--- config.mk ---
export PLATFORM = sky130hd
export DESIGN_NAME = addsub_result_buf
export DESIGN_NICKNAME = d
export VERILOG_FILES = /design/src/rtl/addsub_result_buf_pkg.sv /design/src/rtl/result_fifo_mem.sv /design/src/rtl/addsub_result_buf.sv
export SDC_FILE = /design/constraint.sdc
export NUM_CORES = 1
export LEC_CHECK = 0
export CAP_MARGIN = 0
export CORE_ASPECT_RATIO = 0.7
export CORE_MARGIN = 2
export CORE_UTILIZATION = 35
export CTS_CLUSTER_SIZE = 16
export DETAILED_ROUTE_END_ITERATION = 10
export DONT_BUFFER_PORTS = 1
export PLACE_DENSITY_LB_ADDON = 0.1
export SLEW_MARGIN = 5
export SYNTH_ARGS = -nofsm -noshare
export SYNTH_HDL_FRONTEND = slang
export SYNTH_SLANG_ARGS = --single-unit
--- constraint.sdc ---
create_clock -name clk -period 3.4 [get_ports clk]
set_input_delay 0 -clock clk [delete_from_list [all_inputs] [get_ports clk]]
set_output_delay 0 -clock clk [all_outputs]
set_load 0.005 [all_outputs]
--- src/rtl/addsub_result_buf_pkg.sv ---
// Shared definitions for the add/subtract datapath and its result buffer.
// Entry layout, MSB to LSB: {S, cout, ov_flag, zero, neg}.
package addsub_result_buf_pkg;

    localparam int DATA_W = 8;

    localparam int ENT_N  = 0;
    localparam int ENT_Z  = 1;
    localparam int ENT_OV = 2;
    localparam int ENT_C  = 3;
    localparam int ENT_S  = 4;
    localparam int ENT_W  = ENT_S + DATA_W;

    // Zero/negative status is computed once at push time and stored with the entry.
    function automatic logic [ENT_W-1:0] pack_entry(input logic [DATA_W-1:0] s,
                                                    input logic              c,
                                                    input logic              ov);
        return {s, c, ov, (s == '0), s[DATA_W-1]};
    endfunction

endpackage

--- src/rtl/result_fifo_mem.sv ---
// Register-array storage for the result FIFO: one write port, asynchronous read.
// The array has no reset; validity is tracked by the pointers in the parent.
module result_fifo_mem #(
    parameter int DEPTH = 4,
    parameter int W     = 12,
    localparam int AW   = $clog2(DEPTH)
) (
    input  logic          clk,
    input  logic          we,
    input  logic [AW-1:0] waddr,
    input  logic [W-1:0]  wdata,
    input  logic [AW-1:0] raddr,
    output logic [W-1:0]  rdata
);

    logic [W-1:0] mem [DEPTH];

    always_ff @(posedge clk) begin
        if (we) mem[waddr] <= wdata;
    end

    assign rdata = mem[raddr];

endmodule

--- src/rtl/addsub_result_buf.sv ---
// Result buffer behind the 8-bit add/subtract unit: DEPTH-entry FIFO with
// per-entry zero/negative status and a sticky overflow flag.
module addsub_result_buf
    import addsub_result_buf_pkg::*;
#(
    parameter int DEPTH = 4,
    localparam int CW   = $clog2(DEPTH + 1)
) (
    input  logic              clk,
    input  logic              rst,
    input  logic              in_valid,
    output logic              in_ready,
    input  logic [DATA_W-1:0] S,
    input  logic              cout,
    input  logic              ov_flag,
    output logic              out_valid,
    input  logic              out_ready,
    output logic [DATA_W-1:0] out_data,
    output logic              out_cout,
    output logic              out_ov,
    output logic              out_zero,
    output logic              out_neg,
    output logic [CW-1:0]     count,
    output logic              sticky_ov,
    input  logic              clr_sticky
);

    localparam int AW = $clog2(DEPTH);

    logic [AW-1:0]    wptr;
    logic [AW-1:0]    rptr;
    logic [ENT_W-1:0] rdata;
    logic             push;
    logic             pop;

    // Handshake outputs depend only on the registered count.
    assign in_ready  = (count != CW'(DEPTH));
    assign out_valid = (count != '0);
    assign push      = in_valid & in_ready;
    assign pop       = out_valid & out_ready;

    always_ff @(posedge clk or posedge rst) begin
        if (rst) begin
            wptr      <= '0;
            rptr      <= '0;
            count     <= '0;
            sticky_ov <= 1'b0;
        end else begin
            if (push) wptr <= wptr + AW'(1);
            if (pop)  rptr <= rptr + AW'(1);
            case ({push, pop})
                2'b10:   count <= count + CW'(1);
                2'b01:   count <= count - CW'(1);
                default: count <= count;
            endcase
            // A set in the same cycle as a clear takes priority.
            sticky_ov <= (sticky_ov & ~clr_sticky) | (push & ov_flag);
        end
    end

    result_fifo_mem #(
        .DEPTH (DEPTH),
        .W     (ENT_W)
    ) u_mem (
        .clk   (clk),
        .we    (push),
        .waddr (wptr),
        .wdata (pack_entry(S, cout, ov_flag)),
        .raddr (rptr),
        .rdata (rdata)
    );

    assign out_data = rdata[ENT_S +: DATA_W];
    assign out_cout = rdata[ENT_C];
    assign out_ov   = rdata[ENT_OV];
    assign out_zero = rdata[ENT_Z];
    assign out_neg  = rdata[ENT_N];

endmodule

==> reports/qor_table.md, run 1 <==
| Stage | Quantity | Value |
| --- | --- | --- |
| placement | Count of input and output buffers | 0 |
| clock network | CTS max path bufs | 2 |
| timing | Final Hold Violating Endpoints | 0 |
| floorplanning | Core Area | 5730 µm² |
| floorplanning | Number of rows created at floorplan | 23 |
| clock network | Num Clock Sinks | 52 |
| routing | Final routed wirelength across all metal layers | 3.70 mm |
| grt | Number of global-route vias before repair | 970 |
| timing | Achievable clock frequency | 436 MHz |
| pwr | Reported leakage power | 0.845 nW |
| timing | Final critical-path share of the clock period | 67.5% |
| setup path | Worst setup SP type | register |
| synth | Net count after synthesis | 123 |
| floorplanning | Die span in x | 96.2 µm |
| final layout | Core utilization of the finished layout | 41.9% |
| timing | Total negative slack | 0 ns |
| routing | Residual DRC | 0 |
| grt | First-pass GRT wire length | 5.48 mm |
| final layout | Filler Cells Inserted | 499 |
| setup path | Crit Reg-Reg Startpoint | count[0] |
| timing | Final critical path time including I/O delays and setup | 2.30 ns |
| clock network | Skew-Pair Late Insertion Delay | 0.29 ns |
| final layout | Footprint of the multi-input gates | 512 µm² |
| grt | GRT Total Usage | 12.3% |
| pwr | Worst voltage drop across the vdd grid | 0.286 mV |
| setup path | Largest stage delay, worst path | 0.46 ns |
| run | Number of max-capacitance violations reported | 0 |
| clock network | CTS Buf Count | 5 |
| setup path | Largest fanout on the critical path | 6 |
| synth | Average instance area after synthesis | 20.4 µm² |
| synth | Dominant cells by area after synthesis | sky130_fd_sc_hd__edfxtp_1 63%, sky130_fd_sc_hd__mux4_2 12%, sky130_fd_sc_hd__dfrtp_1 9.6%, sky130_fd_sc_hd__ha_1 3.0%, sky130_fd_sc_hd__and3_2 1.4% |
| hold path | Worst Hold Path EP | u_mem.mem[0][1] |
| setup path | Max stage delay cell, worst path | sky130_fd_sc_hd__dfrtp_1 |
| synth | Number of enable flip-flop cells after synthesis | 44 |
| synth | Async set-reset flop share out of synthesis | 15.4% |
| clock network | Clock tree from TritonCTS | done |
| timing | Final max-slew violation count | 0 |
| floorplanning | Boundary pin count | 33 |
| setup path | Number of buffer and inverter stages on the critical path | 2 |
| floorplanning | Total die area | 6600 µm² |
| synth | Most area-hungry cell type in the Yosys netlist | sky130_fd_sc_hd__edfxtp_1 |
| timing | Final-layout worst hold slack | 0.0393 ns |
| setup path | Data arrival, critical path | 2.51 ns |
| routing | First-pass iteration count of the detailed router | 4 |
| synth | Flops & latches, synth | 52 |
| synth | Area of the mapped netlist | 2080 µm² |
| synth | Number of warnings reported in the yosys synthesis log | 0 |
| timing | Fin Clk Skew | 0.00846 ns |
| clock network | H-tree level count | 2 |
| routing | Number of DRC markers after the initial detailed-route iteration | 37 |
| setup path | CP delay by family, top | simple AND/OR/NAND/NOR gates |
| setup path | Worst Path Required | 3.61 ns |
| routing | Routed length per placed instance | 18.9 µm |
| setup path | Type of the setup path with the least slack | register to register |
| routing | Routed vias/inst | 4.81 |
| timing | Transition time at the pin with the least slew margin | 0.798 ns |
| clock network | Clock root buffer | sky130_fd_sc_hd__clkbuf_8 |
| grt | GRT Residual Overflow | 0 |
| status | Outcome | complete, no violations |
| hold path | Hold wc startpoint | S[2] |
| final layout | Sequential cell area | 1520 µm² |
| pwr | Power density over the cells | 765 nW/µm² |
| synth | Post-synth top area share | 63.4% |
| synth | Post-synthesis cell count | 102 |
| synth | Distinct cell type count of the synthesized netlist | 21 |
| setup path | Register-to-register path setup slack | 1.10 ns |
| clock network | Clock edge transition at the registers on the reported setup and hold paths | 0.08 ns |
| grt | Maximum number of pins on one net before global-route repair | 16 |
| routing | Via count | 943 |
| routing | Final ANT Viol Nets | 0 |
| timing | Setup repair after global routing missed its margin | no |
| pwr | Total power draw | 1.83 mW |
| setup path | Reg-to-reg endpoint | count[2] |
| synth | Sequential-to-total area share from yosys stat | 73.0% |
| hold path | Hold Path Stages | 2 |
| placement | Global placement routability congestion | 0.644 |
| setup path | Setup crit end kind | register |
| placement | Post-detail-place hpwl | 2.46 mm |
| floorplanning | Die extent in y | 68.6 µm |
| timing | Number of setup violations in the final report | 0 |
| floorplanning | Initial cell density of the core | 36.4% |
| final layout | Proportion of layout cells with a drive suffix above 1 | 23.1% |
| final layout | Area growth from synthesis to layout | 15.1% |
| final layout | Number of inserted diodes | 0 |
| setup path | Cells along the critical path | or3b_4, and2_4, inv_1, ha_1, inv_1, fa_1, xor2_1, nor2_1, xor2_1 |
| hold path | Worst min-delay path class | input pin to register |
| timing | Worst-case headroom to the max-slew limit | 46.8% |
| synth | Top_reg_cell synth | sky130_fd_sc_hd__edfxtp_1 |
| final layout | Final nets | 141 |
| setup path | R2R cell count | 9 |
| clock network | Total of cells resized after clock tree synthesis | 0 |
| grt | Antenna violations before repair | 0 |
## cell usage in the layout (no fill, tap or decap), drive strengths merged
| cell | Yosys | routed |
|---|---|---|
| mux4 | 11 | 11 |
| a22o | 1 | 1 |
| xnor2 | 3 | 3 |
| ha | 5 | 5 |
| and3 | 4 | 4 |
| nand2 | 1 | 1 |
| or4 | 2 | 2 |
| mux2i | 1 | 1 |
| xor2 | 3 | 3 |
| or3 | 1 | 1 |
| or3b | 1 | 1 |
| mux2 | 1 | 1 |
| dlygate4sd3 | 0 | 14 |
| and2 | 1 | 1 |
| dfrtp | 8 | 8 |
| clkbuf | 0 | 8 |
| edfxtp | 44 | 44 |
| o31a | 1 | 1 |
| inv | 8 | 8 |
| nor2 | 2 | 2 |
| fa | 1 | 1 |
## kinds of logic (layout without fill, tap and decap cells)
logic type,after synthesis,in the layout,synth area share [%]
adders and majority gates,6,6,3.96
and+or+nand+nor,12,12,4.02
buffers and inverters,11,30,2.40
xor gates and xnor gates,6,6,2.52
DFF,52,52,73.0
muxes,13,13,13.1
AOI/OAI and AO/OA,2,2,0.961
## worst register-to-register path, delay by kind of cell, from the launching register on
family	cells	cell delay (ns)
buffers and inverters	2	0.13
adder cells (fa/ha/maj)	2	0.54
flip-flops	1	0.46
XOR/XNOR	2	0.31
AND/OR/NAND/NOR	3	0.78
## Yosys cell counts (all sizes together) (2+ instances only)
| master | count |
|---|---|
| nor2 | 2 |
| edfxtp | 44 |
| mux4 | 11 |
| xnor2 | 3 |
| buf | 3 |
| ha | 5 |
| or4 | 2 |
| dfrtp | 8 |
| inv | 8 |
| xor2 | 3 |
| and3 | 4 |
## through the flow
stage | instance area (µm²) | std cells | setup WS (ns)
final | 2400 | 196 | 1.10
after CTS | 2400 | 196 | 1.08
after global routing | 2400 | 196 | 0.949
after global placement | 2160 | 174 | 1.21
after floorplan | 2080 | 102 | 1.28
after detailed placement | 2160 | 174 | 1.12
## state kept, by name, indices dropped and copies added (netlist names)
| name | count |
|---|---|
| rptr | 2 |
| wptr | 2 |
| sticky_ov | 1 |
| count | 3 |
| u_mem.mem | 44 |
## area by class of cell
type                            count  share of cell area, %
Clock buffer                        8                   4.18
Inverter                            8                   1.25
Multi-Input combinational cell     39                   21.3
Sequential cell                    52                   63.5
Tap cell                           75                   3.91
Timing Repair Buffer               14                   5.85
## how the worst max path moves through the flow
stage	startpoint	end	slack [ns]	depth (start not counted)
2_1_floorplan	count[0]	count[2]	1.28	9
3_3_place_gp	count[0]	count[2]	1.21	9
3_5_place_dp	count[0]	count[2]	1.12	9
4_1_cts	count[0]	count[2]	1.08	9
5_1_grt	count[0]	count[2]	0.95	9
6_report	count[0]	count[2]	1.10	9
## repair_timing
action                    CTS  global route
hold buffers               14             0
hold endpoints to repair   52             0
setup buffers               0             0
## layer usage
layer / wire length, µm / GRT usage (%)
met1: 1600 / 15.1
met2: 1730 / 19.5
met3: 332 / 6.09
met4: 29 / 3.21
met5: 0 / 0
## power by group
group	internal, mW	switching, mW	total, mW
registers	0.852	0.139	0.992
clock network	0.186	0.176	0.361
logic	0.256	0.225	0.481
(Power assumes the default switching activity.)
==> inputs of run 2 (changes only) <==
==> constraint.sdc (replaced) <==
create_clock -name clk -period 2.1 [get_ports clk]
set_input_delay 0 -clock clk [delete_from_list [all_inputs] [get_ports clk]]
set_output_delay 0 -clock clk [all_outputs]
set_load 0.005 [all_outputs]
==> run 2 against run 1 <==
Against the previous run: global-route usage up 0.26 points; first-iteration DRC count decreased by 16%; final cell count grew 3.6%; sequential power increased by 54%; largest power group unchanged; sequential cell count stayed put; die area unchanged; maximum frequency up 15%; setup slack got worse by 1.0 ns.
==> reports/qor_table.md, run 2 (synthesis results as in run 1) <==
| Stage | Quantity | Value |
| --- | --- | --- |
| status | Outcome | complete, no violations |
| setup path | Reg-to-reg endpoint | count[2] |
| setup path | Max stage delay cell, worst path | sky130_fd_sc_hd__or3b_4 |
| clock network | CTS Buf Count | 5 |
| floorplanning | Number of rows created at floorplan | 23 |
| grt | Antenna violations before repair | 0 |
| placement | Worst setup slack after placement | 0.0408 ns |
| timing | Total negative slack | 0 ns |
| clock network | Clock edge transition at the registers on the reported setup and hold paths | 0.08 ns |
| final layout | Top Registers | u_mem.mem x44, count x3 |
| setup path | Cells along the critical path | or3b_4, and2_4, inv_2, ha_2, inv_2, fa_2, xor2_1, nor2_1, xor2_1 |
| floorplanning | Total die area | 6600 µm² |
| routing | Final routed wirelength across all metal layers | 3.78 mm |
| grt | Number of global-route vias before repair | 1,034 |
| final layout | Final nets | 148 |
| setup path | Register-to-register path setup slack | 0.1 ns |
| placement | Placed cell areas | 2200 µm² |
| floorplanning | Boundary pin count | 33 |
| grt | GRT Residual Overflow | 0 |
| setup path | Crit Reg-Reg Startpoint | count[1] |
| setup path | R2R cell count | 9 |
| hold path | Worst min-delay path class | input pin to register |
| timing | Final critical path time including I/O delays and setup | 2.00 ns |
| clock network | CTS max path bufs | 2 |
| hold path | Hold Path Stages | 2 |
| setup path | Data arrival, critical path | 2.22 ns |
| final layout | Register with the most flip-flops | u_mem.mem |
| clock network | Clock root buffer | sky130_fd_sc_hd__clkbuf_8 |
| clock network | Num Clock Sinks | 52 |
| final layout | Number of inserted diodes | 0 |
| timing | Achievable clock frequency | 500 MHz |
| placement | Global placement routability congestion | 0.628 |
| grt | First-pass GRT wire length | 5.58 mm |
| routing | First-pass iteration count of the detailed router | 4 |
| hold path | Worst Hold Path EP | u_mem.mem[0][1] |
| final layout | Leading cell type in the layout, fill and taps excluded | sky130_fd_sc_hd__edfxtp_1 |
| setup path | Largest stage delay, worst path | 0.40 ns |
| routing | Number of DRC markers after the initial detailed-route iteration | 31 |
| clock network | Clock tree from TritonCTS | done |
| timing | Fin Clk Skew | 0.00663 ns |
| placement | Post-detail-place hpwl | 2.49 mm |
| clock network | Skew-Pair Late Insertion Delay | 0.29 ns |
| final layout | Proportion of layout cells with a drive suffix above 1 | 29.7% |
| floorplanning | Die span in x | 96.2 µm |
| hold path | Hold wc startpoint | S[6] |
| clock network | H-tree level count | 2 |
| timing | Final critical-path share of the clock period | 95.3% |
| final layout | Area of all placed cells without fillers | 2430 µm² |
| pwr | Worst voltage drop across the vdd grid | 0.414 mV |
| routing | Via count | 981 |
| setup path | Largest fanout on the critical path | 2 |
| timing | Transition time at the pin with the least slew margin | 0.624 ns |
| timing | Setup repair after global routing missed its margin | no |
| floorplanning | Die extent in y | 68.6 µm |
| timing | Final-layout worst hold slack | 0.0363 ns |
| setup path | Setup crit end kind | register |
| routing | Final ANT Viol Nets | 0 |
| timing | Worst-case headroom to the max-slew limit | 58.4% |
| timing | Final max-slew violation count | 0 |
| floorplanning | Initial cell density of the core | 36.4% |
| grt | Maximum number of pins on one net before global-route repair | 15 |
| final layout | Number of flip-flops under the largest register name | 44 |
| routing | Routed vias/inst | 4.83 |
| setup path | Type of the setup path with the least slack | register to register |
| routing | Routed length per placed instance | 18.6 µm |
| grt | GRT Total Usage | 12.5% |
| final layout | Most frequent cells in the layout | 44 x sky130_fd_sc_hd__edfxtp_1, 13 x sky130_fd_sc_hd__dlygate4sd3_1, 11 x sky130_fd_sc_hd__mux4_2, 8 x sky130_fd_sc_hd__dfrtp_1, 8 x sky130_fd_sc_hd__buf_4 |
| final layout | Area growth from synthesis to layout | 16.8% |
| floorplanning | Core Area | 5730 µm² |
| pwr | Reported leakage power | 0.865 nW |
| pwr | Power density over the cells | 1240 nW/µm² |
| routing | Residual DRC | 0 |
| timing | Final setup margin | 0.0995 ns |
| setup path | Worst setup SP type | register |
| setup path | Worst Path Required | 2.32 ns |
| run | Number of max-capacitance violations reported | 0 |
| placement | Count of input and output buffers | 0 |
| timing | Number of setup violations in the final report | 0 |
| timing | Final Hold Violating Endpoints | 0 |
==> run 2: worst max-delay path by stage <==
stage | from | slack (ns) | end
after detailed placement | count[1] | 0.04 | count[2]
after global routing | count[1] | 0.002 | count[2]
after global placement | count[1] | 0.08 | count[2]
final | count[1] | 0.1 | count[2]
after floorplan | count[0] | 0.003 | count[2]
after CTS | count[1] | 0.02 | count[2]
==> run 2: worst max-delay path: cells and delay by family, from the launching register on <==
kind / cells / cell delay [ns]
adder cells (fa/ha/maj): 2 / 0.49
AND/OR/NAND/NOR: 3 / 0.69
buffers and inverters: 2 / 0.08
XOR/XNOR: 2 / 0.28
flip-flops: 1 / 0.38
==> run 2: per-stage QoR <==
step	total power [mW]	util, %	cells
floorplan	2.22	-	102
global placement	2.45	38.5	180
detailed placement	2.49	38.5	180
CTS	3.04	42.1	201
global route	3.20	42.5	203
finish	3.01	42.5	203
==> run 2: cell type report <==
cell class | instances | area (µm²)
Clock inverter | 1 | 3.75
Clock buffer | 7 | 76.3
Inverter | 8 | 30.0
Multi-Input combinational cell | 39 | 517
Timing Repair Buffer | 21 | 190
Sequential cell | 52 | 1520
Tap cell | 75 | 93.8
Fill cell | 509 | 3290
==> run 2: repair_timing <==
| item | 4_1_cts | 5_1_grt |
|---|---|---|
| resized for setup | 0 | 4 |
| endpoints found under the hold margin | 51 | 0 |
| setup buffers | 0 | 2 |
| setup endpoints to repair | 0 | 1 |
| hold buffers | 13 | 0 |
==> run 2: power by group <==
part	switching, mW	internal (mW)	total [mW]
sequential	0.144	1.38	1.53
clock	0.287	0.232	0.520
combinational	0.461	0.499	0.960
total	0.893	2.11	3.01
==> run 2: metal layers <==
layer | up-vias | GRT usage [%] | wire, µm | share of wire [%]
li1 | 444 | - | - | -
met4 | 0 | 4.82 | 40 | 1.1
met5 | - | 0 | 0 | 0
met2 | 22 | 19.9 | 1800 | 48
met1 | 510 | 15.7 | 1710 | 45
met3 | 5 | 4.89 | 232 | 6.1
